**config.mk**
```make
export PLATFORM = sky130hd
export DESIGN_NAME = pipe_hazard_ctrl
export DESIGN_NICKNAME = d
export VERILOG_FILES = /design/src/rtl/pipe_hazard_ctrl_pkg.sv /design/src/rtl/pipe_hazard_ctrl_hazard_cmp.sv /design/src/rtl/pipe_hazard_ctrl.sv
export SDC_FILE = /design/constraint.sdc
export NUM_CORES = 1
export LEC_CHECK = 0
export ABC_AREA = 1
export BUFFER_PORTS_ARGS = -buffer_cell sky130_fd_sc_hd__buf_2
export CAP_MARGIN = 40
export CORE_MARGIN = 2
export CORE_UTILIZATION = 45
export DETAILED_ROUTE_END_ITERATION = 10
export GPL_TIMING_DRIVEN = 0
export PLACE_DENSITY = 0.72
export SETUP_SLACK_MARGIN = 0.5
export SLEW_MARGIN = 40
export SYNTH_ARGS = -nofsm -noshare
export SYNTH_HDL_FRONTEND = slang
export SYNTH_SLANG_ARGS = --single-unit
```
**constraint.sdc**
```tcl
create_clock -name clk -period 2.35 [get_ports clk]
set_input_delay 0.3525 -clock clk [delete_from_list [all_inputs] [get_ports clk]]
set_output_delay 0.3525 -clock clk [all_outputs]
set_load 0.01 [all_outputs]
```
**src/rtl/pipe_hazard_ctrl_pkg.sv**
```systemverilog
// pipe_hazard_ctrl_pkg: shared pipeline definitions for the hazard/control unit.
//   - state_e     : control FSM encoding (RUN / MEM_WAIT / FLUSH)
//   - REG_AW      : register-address width
//   - id_src_t    : source operands of the instruction sitting in ID
//   - ex_dst_t    : destination/load info of the instruction sitting in EX
//   - ex_ctrl_t   : ID/EX control fields; bubble_ctrl() gives the NOP encoding
//                   that id_stall_req selects
`timescale 1ns/1ps
package pipe_hazard_ctrl_pkg;

  localparam int REG_AW = 5;
  localparam int LEFT_W = 4;   // holds FLUSH_CYCLES (1..15)
  localparam int TMO_W  = 8;   // holds MEM_TIMEOUT (2..255)

  typedef enum logic [1:0] {
    ST_RUN      = 2'd0,
    ST_MEM_WAIT = 2'd1,
    ST_FLUSH    = 2'd2
  } state_e;

  typedef struct packed {
    logic [REG_AW-1:0] rs1;
    logic [REG_AW-1:0] rs2;
    logic              use_rs1;
    logic              use_rs2;
  } id_src_t;

  typedef struct packed {
    logic [REG_AW-1:0] rd;
    logic              read_mem;
  } ex_dst_t;

  typedef struct packed {
    logic reg_write;
    logic mem_read;
    logic mem_write;
    logic branch;
  } ex_ctrl_t;

  // A bubble is all control fields cleared: no write-back, no memory, no branch.
  function automatic ex_ctrl_t bubble_ctrl(input ex_ctrl_t c, input logic bub);
    return bub ? ex_ctrl_t'('0) : c;
  endfunction

endpackage

```
**src/rtl/pipe_hazard_ctrl_hazard_cmp.sv**
```systemverilog
// hazard_cmp: pure-combinational load-use detector.
//   i_src       : rs1/rs2 and their use bits for the instruction in ID
//   i_dst       : rd and load flag for the instruction in EX
//   o_load_use  : ID needs a value the EX load has not produced yet
// x0 is hard-wired zero, so a load targeting it never creates a dependency.
`timescale 1ns/1ps
module hazard_cmp
  import pipe_hazard_ctrl_pkg::*;
(
  input  id_src_t i_src,
  input  ex_dst_t i_dst,
  output logic    o_load_use
);

  logic w_hit_rs1;
  logic w_hit_rs2;

  assign w_hit_rs1  = i_src.use_rs1 && (i_src.rs1 == i_dst.rd);
  assign w_hit_rs2  = i_src.use_rs2 && (i_src.rs2 == i_dst.rd);
  assign o_load_use = i_dst.read_mem && (i_dst.rd != '0) && (w_hit_rs1 || w_hit_rs2);

endmodule

```
**src/rtl/pipe_hazard_ctrl.sv**
```systemverilog
// pipe_hazard_ctrl: central stall / bubble / flush controller.
//   clk, rst_n          : clock, async active-low reset
//   i_rs1_id..i_use_*   : ID operand info;  i_rd_ex, i_read_mem_ex : EX load info
//   i_jmp_taken_ex      : EX resolved a taken jump
//   i_mem_req/i_mem_ack : data-memory handshake
//   o_pc_stall, o_if_id_stall, o_id_stall_req, o_flush : pipeline controls
//                         (combinational, consumed on the same edge)
//   o_mem_err           : one-cycle pulse when a memory access times out
//   o_stall_cnt/o_flush_cnt : saturating performance counters
`timescale 1ns/1ps
module pipe_hazard_ctrl
  import pipe_hazard_ctrl_pkg::*;
#(
  parameter int FLUSH_CYCLES = 2,
  parameter int MEM_TIMEOUT  = 16,
  parameter int CNT_W        = 32
) (
  input  logic              clk,
  input  logic              rst_n,
  input  logic [REG_AW-1:0] i_rs1_id,
  input  logic [REG_AW-1:0] i_rs2_id,
  input  logic              i_use_rs1_id,
  input  logic              i_use_rs2_id,
  input  logic [REG_AW-1:0] i_rd_ex,
  input  logic              i_read_mem_ex,
  input  logic              i_jmp_taken_ex,
  input  logic              i_mem_req,
  input  logic              i_mem_ack,
  output logic              o_pc_stall,
  output logic              o_if_id_stall,
  output logic              o_id_stall_req,
  output logic              o_flush,
  output logic              o_mem_err,
  output logic [CNT_W-1:0]  o_stall_cnt,
  output logic [CNT_W-1:0]  o_flush_cnt
);

  localparam logic [LEFT_W-1:0] FC_FULL = LEFT_W'(FLUSH_CYCLES);
  localparam logic [LEFT_W-1:0] FC_RELD = LEFT_W'(FLUSH_CYCLES - 1);
  localparam logic [TMO_W-1:0]  TMO_MAX = TMO_W'(MEM_TIMEOUT);

  state_e            r_state,       w_state_nxt;
  logic [TMO_W-1:0]  r_tmo_cnt,     w_tmo_nxt;
  logic [LEFT_W-1:0] r_flush_left,  w_left_nxt;
  logic [LEFT_W-1:0] r_flush_pend,  w_pend_nxt;
  logic [LEFT_W-1:0] w_left_dec;
  logic [CNT_W-1:0]  r_stall_cnt;
  logic [CNT_W-1:0]  r_flush_cnt;

  logic w_load_use;
  logic w_mem_miss;
  logic w_pc_stall, w_if_id_stall, w_id_stall_req, w_flush, w_mem_err;

  id_src_t w_src;
  ex_dst_t w_dst;

  assign w_src = '{rs1: i_rs1_id, rs2: i_rs2_id, use_rs1: i_use_rs1_id, use_rs2: i_use_rs2_id};
  assign w_dst = '{rd: i_rd_ex, read_mem: i_read_mem_ex};

  hazard_cmp u_cmp (
    .i_src      (w_src),
    .i_dst      (w_dst),
    .o_load_use (w_load_use)
  );

  assign w_mem_miss = i_mem_req && !i_mem_ack;

  always_comb begin
    w_state_nxt    = r_state;
    w_tmo_nxt      = r_tmo_cnt;
    w_left_nxt     = r_flush_left;
    w_pend_nxt     = r_flush_pend;
    w_pc_stall     = 1'b0;
    w_if_id_stall  = 1'b0;
    w_id_stall_req = 1'b0;
    w_flush        = 1'b0;
    w_mem_err      = 1'b0;
    // Flush count owed after this FLUSH cycle; a new jump restarts the window
    // with this cycle as its first flush cycle.
    w_left_dec     = i_jmp_taken_ex ? FC_RELD : (r_flush_left - LEFT_W'(1));

    unique case (r_state)
      ST_RUN: begin
        if (w_mem_miss) begin
          // Freeze first; a jump resolved now is remembered and flushed after
          // the access so stall and flush never overlap.
          w_pc_stall    = 1'b1;
          w_if_id_stall = 1'b1;
          w_state_nxt   = ST_MEM_WAIT;
          w_tmo_nxt     = TMO_W'(1);
          w_pend_nxt    = i_jmp_taken_ex ? FC_FULL : '0;
        end else if (i_jmp_taken_ex) begin
          w_flush = 1'b1;
          if (FLUSH_CYCLES > 1) begin
            w_state_nxt = ST_FLUSH;
            w_left_nxt  = FC_RELD;
          end
        end else if (w_load_use) begin
          w_pc_stall     = 1'b1;
          w_if_id_stall  = 1'b1;
          w_id_stall_req = 1'b1;
        end
      end

      ST_MEM_WAIT: begin
        w_pc_stall    = 1'b1;
        w_if_id_stall = 1'b1;
        w_tmo_nxt     = r_tmo_cnt + TMO_W'(1);
        if (i_mem_ack || (r_tmo_cnt == TMO_MAX)) begin
          w_mem_err = !i_mem_ack;
          if (r_flush_pend != '0) begin
            w_state_nxt = ST_FLUSH;
            w_left_nxt  = r_flush_pend;
            w_pend_nxt  = '0;
          end else begin
            w_state_nxt = ST_RUN;
          end
        end
      end

      ST_FLUSH: begin
        w_flush = 1'b1;
        if (w_mem_miss) begin
          // This cycle still flushes and is consumed; the rest resumes after
          // the memory access completes.
          w_pc_stall    = 1'b1;
          w_if_id_stall = 1'b1;
          w_state_nxt   = ST_MEM_WAIT;
          w_tmo_nxt     = TMO_W'(1);
          w_pend_nxt    = w_left_dec;
          w_left_nxt    = '0;
        end else begin
          w_left_nxt = w_left_dec;
          if (w_left_dec == '0) w_state_nxt = ST_RUN;
        end
      end

      default: w_state_nxt = ST_RUN;
    endcase
  end

  // Outputs forced low during reset even though RUN decodes from live inputs.
  assign o_pc_stall     = rst_n && w_pc_stall;
  assign o_if_id_stall  = rst_n && w_if_id_stall;
  assign o_id_stall_req = rst_n && w_id_stall_req;
  assign o_flush        = rst_n && w_flush;
  assign o_mem_err      = rst_n && w_mem_err;
  assign o_stall_cnt    = r_stall_cnt;
  assign o_flush_cnt    = r_flush_cnt;

  always_ff @(posedge clk or negedge rst_n) begin
    if (!rst_n) begin
      r_state      <= ST_RUN;
      r_tmo_cnt    <= '0;
      r_flush_left <= '0;
      r_flush_pend <= '0;
    end else begin
      r_state      <= w_state_nxt;
      r_tmo_cnt    <= w_tmo_nxt;
      r_flush_left <= w_left_nxt;
      r_flush_pend <= w_pend_nxt;
    end
  end

  always_ff @(posedge clk or negedge rst_n) begin
    if (!rst_n) begin
      r_stall_cnt <= '0;
      r_flush_cnt <= '0;
    end else begin
      if (w_pc_stall && !(&r_stall_cnt)) r_stall_cnt <= r_stall_cnt + CNT_W'(1);
      if (w_flush    && !(&r_flush_cnt)) r_flush_cnt <= r_flush_cnt + CNT_W'(1);
    end
  end

endmodule

```
Word level (Yosys, flattened, before mapping):

Index checks and enable logic that the tools add are counted.

* memories kept: 0
* latch bits: 0
* bits in read-only memories: 0
* bits in registers: 82
* memory bits (writable): 0

* multiplexer cells: 34
* multiply operators: 0
* div/mod/pow operators: 0
* shift-type cells: 0
* order comparisons: 0
* add/sub/neg operators: 4
* bitwise gates (word level): 0
* eq/ne operators: 14
* reduce and logical (&&, ||, !) cells: 29

Operator list (number)
* $add A32 B1 Y32 const B: 2
* $reduce_and A32 Y1: 2
* $mux W4: 10
* $pmux W4 S3: 2
* $pmux W8 S2: 1
* $mux W2: 7
* $ne A2 B2 Y1 const B: 6
* $logic_and A1 B1 Y1: 11
* $eq A5 B5 Y1: 2
* $mux W1: 10
* $reduce_and A5 Y1: 2
* $add A8 B1 Y8 const B: 1
* $eq A8 B5 Y1 const B: 1
* $mux W8: 1
* $ne A3 B3 Y1 const B: 2
* $pmux W2 S3: 1
* $reduce_bool A5 Y1: 1
* $logic_not A4 Y1: 1
* $reduce_bool A4 Y1: 1
* $sub A4 B1 Y4 const B: 1
* $logic_not A1 Y1: 3
* $pmux W1 S3: 1
* $reduce_and A3 Y1: 1
* $reduce_bool A3 Y1: 1
* other kinds (9): 10

Logic depth before layout (Yosys ltp):

* word-level depth: 9
* gate-level depth with buffers: 12
* depth with buffers taken out: 11

Modules after synthesis:

From an unflattened synthesis, not the netlist that was laid out.

* cells, all modules: 890
* area, all modules: 5706.7 um^2

Modules (own cells, without submodules)
* pipe_hazard_ctrl: instances 1, cells each 836, area each 5490.3 um^2
* hazard_cmp: instances 1, cells each 54, area each 216.5 um^2

Worst setup path before layout:

No wires, ideal clock.

* kind: register to output
* start point: reg r_state[0]
* end point: out o_pc_stall
* required time: 1.997 ns
* stages on the path, launching flop included: 11
* slack: 0.246 ns
* buffers on the path: 2
* arrival: 1.752 ns
* cells stage by stage: dfrtp_1 inv_1 ha_1 o21ai_1 inv_1 nor2_1 nand2_2 buf_2 nand2_1 nor2_1 buf_4

* longest elaborated chain between the ends: 3

RTL lines
* from (decl): RTL line pipe_hazard_ctrl.sv:42 `state_e r_state, w_state_nxt;`
* from (signal assigned): RTL line pipe_hazard_ctrl.sv:158 `r_state <= w_state_nxt;`
* $eq A2 B2 Y1 (tied with other cells)
* $pmux W1 S3 (*)
* $logic_and A1 B1 Y1 (*)
* to (decl): RTL line pipe_hazard_ctrl.sv:29 `output logic o_pc_stall,`

Mark *: on every way between the ends. The rest lies on a longest branch, timed or not.

Worst setup path in the final report:

* start point: reg r_state[1]
* end point: out o_pc_stall

* longest elaborated chain between the ends: 3

RTL lines
* $eq A2 B2 Y1 (tied with other cells): RTL line pipe_hazard_ctrl.sv:82 `unique case (r_state)`
* $pmux W1 S3 (*): RTL line pipe_hazard_ctrl.sv:82
* $logic_and A1 B1 Y1 (*): RTL line pipe_hazard_ctrl.sv:143 `assign o_pc_stall = rst_n && w_pc_stall;`

Marked as above.

==> impl_metrics.tcl <==
set metrics [dict create \
    min_period_ps 2180 \
    clock_skew_ps 10.1 \
    fillers 1136 \
    cts_made_buffers 9 \
    worstSetupEndpointType "output pin" \
    synth_top_cells_by_count "nand2_1 (301), nor2_1 (94), inv_1 (87)" \
    netlist.area_leader.share 0.372 \
    hold_violations 8 \
    detailed_place.area_um2 6240 \
    pin_count_of_the_biggest_net_entering_global_routing 63 \
    synth_enable_flop_cells 0 \
    final_global_route_overflow_total 0 \
    synthesis.instances 810 \
    final_layout_size_suffix_gt1_frac 0.225 \
    final.setup.tns_ps 0 \
    synthesis.nets 842 \
    failed_checks "hold timing" \
    cts_tree "built" \
    crit_path_frequent_cell "buf_6" \
    critical-path-max-stage-delay_ps 410 \
    io-pin-count 92 \
    synthTopCellsByArea "dfrtp_1 (37%), nand2_1 (21%), nor2_1 (6.4%), inv_1 (5.9%), nand4_1 (4.8%)" \
    cts.path.max_buffers 2 \
    outcome "finished, violations left" \
    max_freq_mhz 459 \
    critPathSlowestCell "dfrtp_2" \
    flow.area_growth_from_synthesis_pct 27.3 \
    detailed_placement_hpwl_um 11100 \
    avgSynthCellArea_um2 6.80 \
    final.setup.worst_slack_ps 172 \
    max-slew-margin-rel 0.664 \
    timing.critical_path.arrival_ps 1830 \
    routedWlPerCell_um 13.6 \
    avgViaCountPerCell 5.10 \
    synth_warnings 0 \
    routed-via-count 5549 \
    finalInstanceArea_um2 7010 \
    synth.ff_latch_count 82 \
    clock_insertion_delay_worst_skew_ps 340 \
    compound_cell_area_share_of_the_yosys_netlist 0.0459 \
    antenna_left 0 \
    place.port_buffers 91 \
    worstPathBufferInverterCount 5 \
    finish.cell_count_without_fillers 1088 \
    critPathRequiredTime_ps 2000 \
    min-delay-path-class "in2async" \
    synth_sequential_area_ratio 0.372 \
    adder_and_majority_gate_portion_of_the_synthesized_area 0.0204 \
    total_power_mw 5.94 \
    deepest_level_of_the_cts_h_tree 3 \
    maxCapViolations 0 \
    cp_num_cells 11 \
    n_antenna_cell 0 \
    floorplan.die.width_um 115 \
    worstRegToRegCells 11 \
    site_rows 40 \
    critPathMaxFanout 4 \
    first_global_vias 5361 \
    placer_congestion_estimate 0.924 \
    layout.nets 968 \
    synthArstFlopShare 1.00 \
    synthMostInstantiatedCell "nand2_1" \
    dominantRegCellSynth "dfrtp_1" \
    netlist.top_cell.by_area "dfrtp_1" \
    drt_pre_antenna_iters 5 \
    timing_worst_setup_path_type "reg2out" \
    clk_pin_slew_ps 70 \
    clock-root-buffer "clkbuf_16" \
    wirelength_um 14800 \
    total_leakage_power_nw 3.53 \
    die_area_um2 13100 \
    post_detailed_route_drc_marker_count 0 \
    critical-path-top-delay-family "buffers and inverters" \
    startpoint_type "flip-flop" \
    mappedNetlistArea_um2 5510 \
    synth_top_family_by_area "simple AND/OR/NAND/NOR gates" \
    synthXorXnorAreaFrac 0.0811 \
    post_synth_mux_area_share 0 \
    yosys.area_share.simple 0.399 \
    vdd.ir_drop.worst_mv 0.442 \
    pre_cts_ws_ps 154 \
    timing.final.crit_share 0.927 \
    cells_along_the_critical_path "inv_2 -> ha_4 -> o21ai_4 -> inv_2 -> nor2_4 -> nand2_4 -> buf_6 -> nand2_4 -> nor2_4 -> buf_6 -> buf_6" \
    ratio_of_total_power_to_cell_area_nw_per_um2 848 \
    slew_worst_pin_ps 505 \
    cts.sink_count 82 \
    floorplan.die.height_um 115 \
    post_synth_num_cell_types 33 \
    start_util 0.461 \
    groute.usage.overall 0.239 \
    smallest_hold_slack_ps -16.7 \
    drt_first_iter_violations 420 \
    place.detailed.instances 1049 \
    report.final.slew_viol_count 0 \
    antenna_found_initial 0 \
    design.core.area_um2 12000 \
    final-setup-viol-count 0 \
    grt_first_pass_wirelength_um 25200 \
    rsz0062_at_grt "yes" \
    postLayoutCoreUtil 0.586 \
]
==> sequential cells by signal (all words and copies together), names as in the netlist <==
| name | cells |
|---|---|
| r_flush_left | 4 |
| o_flush_cnt | 32 |
| r_tmo_cnt | 8 |
| r_state | 2 |
| r_flush_pend | 4 |
| o_stall_cnt | 32 |
==> worst paths after layout <==
path | startpoint | to | slack [ps]
max reg2reg | r_state[1] | o_flush_cnt[8] | 510
min reg2reg | r_tmo_cnt[7] | r_tmo_cnt[7] | 530
max | r_state[1] | o_pc_stall | 170
min | rst_n | r_tmo_cnt[5] | -20
min in group clk | i_jmp_taken_ex | r_flush_pend[3] | 420
max in group asynchronous | rst_n | o_flush_cnt[23] | 1920
==> routing by layer <==
metal  wire length, µm  track usage  share of wire
met5                 0            0              0
met4               371       0.0886          0.025
met3               703       0.0408          0.047
met2              6990        0.391           0.47
met1              6760        0.317           0.46
==> cell families (layout without fill, tap and decap cells) <==
group	after synthesis	after routing
buffers and inverters	108	239
flip-flops	82	82
adder cells (fa/ha/maj)	9	9
AND/OR/NAND/NOR	512	512
AO/OA/AOI/OAI	48	48
XOR/XNOR	51	51
==> cell usage in the layout (no fill, tap or decap), drive strengths merged, types with 2 or more instances in the layout <==
cell type  instances
a21oi              4
a31oi              2
buf              130
bufinv             3
clkbuf            15
dfrtp             82
ha                 9
inv               90
nand2            303
nand3             29
nand3b             4
nand4             43
nor2              97
nor3              29
nor3b              4
nor4               3
o21ai             37
o22ai              2
xnor2             23
xor2              28
==> cell type report <==
class / count / area [µm²] / share of cell area
buffer: 18 / 170 / 0.0243
multi-input combinational: 620 / 3230 / 0.461
timing repair buffer: 115 / 666 / 0.0949
clock buffer: 12 / 246 / 0.0352
sequential: 82 / 2060 / 0.294
tap: 147 / 184 / 0.0262
clock inverter: 4 / 98.8 / 0.0141
inverter: 90 / 348 / 0.0496
==> report_power, final <==
part / switching [mW] / internal [mW]
clock: 0.568 / 1.07
sequential: 0.247 / 1.63
combinational: 1.43 / 1.00
total: 2.25 / 3.70
==> what timing repair did <==
action                                 4_1_cts  5_1_grt
endpoints found under the hold margin       21        0
hold buffers                                 1        0
pin swaps                                    9        9
resized for setup                           29       59
setup endpoints to repair                   47       81
setup buffers                               10       12
(Power assumes the default switching activity.)
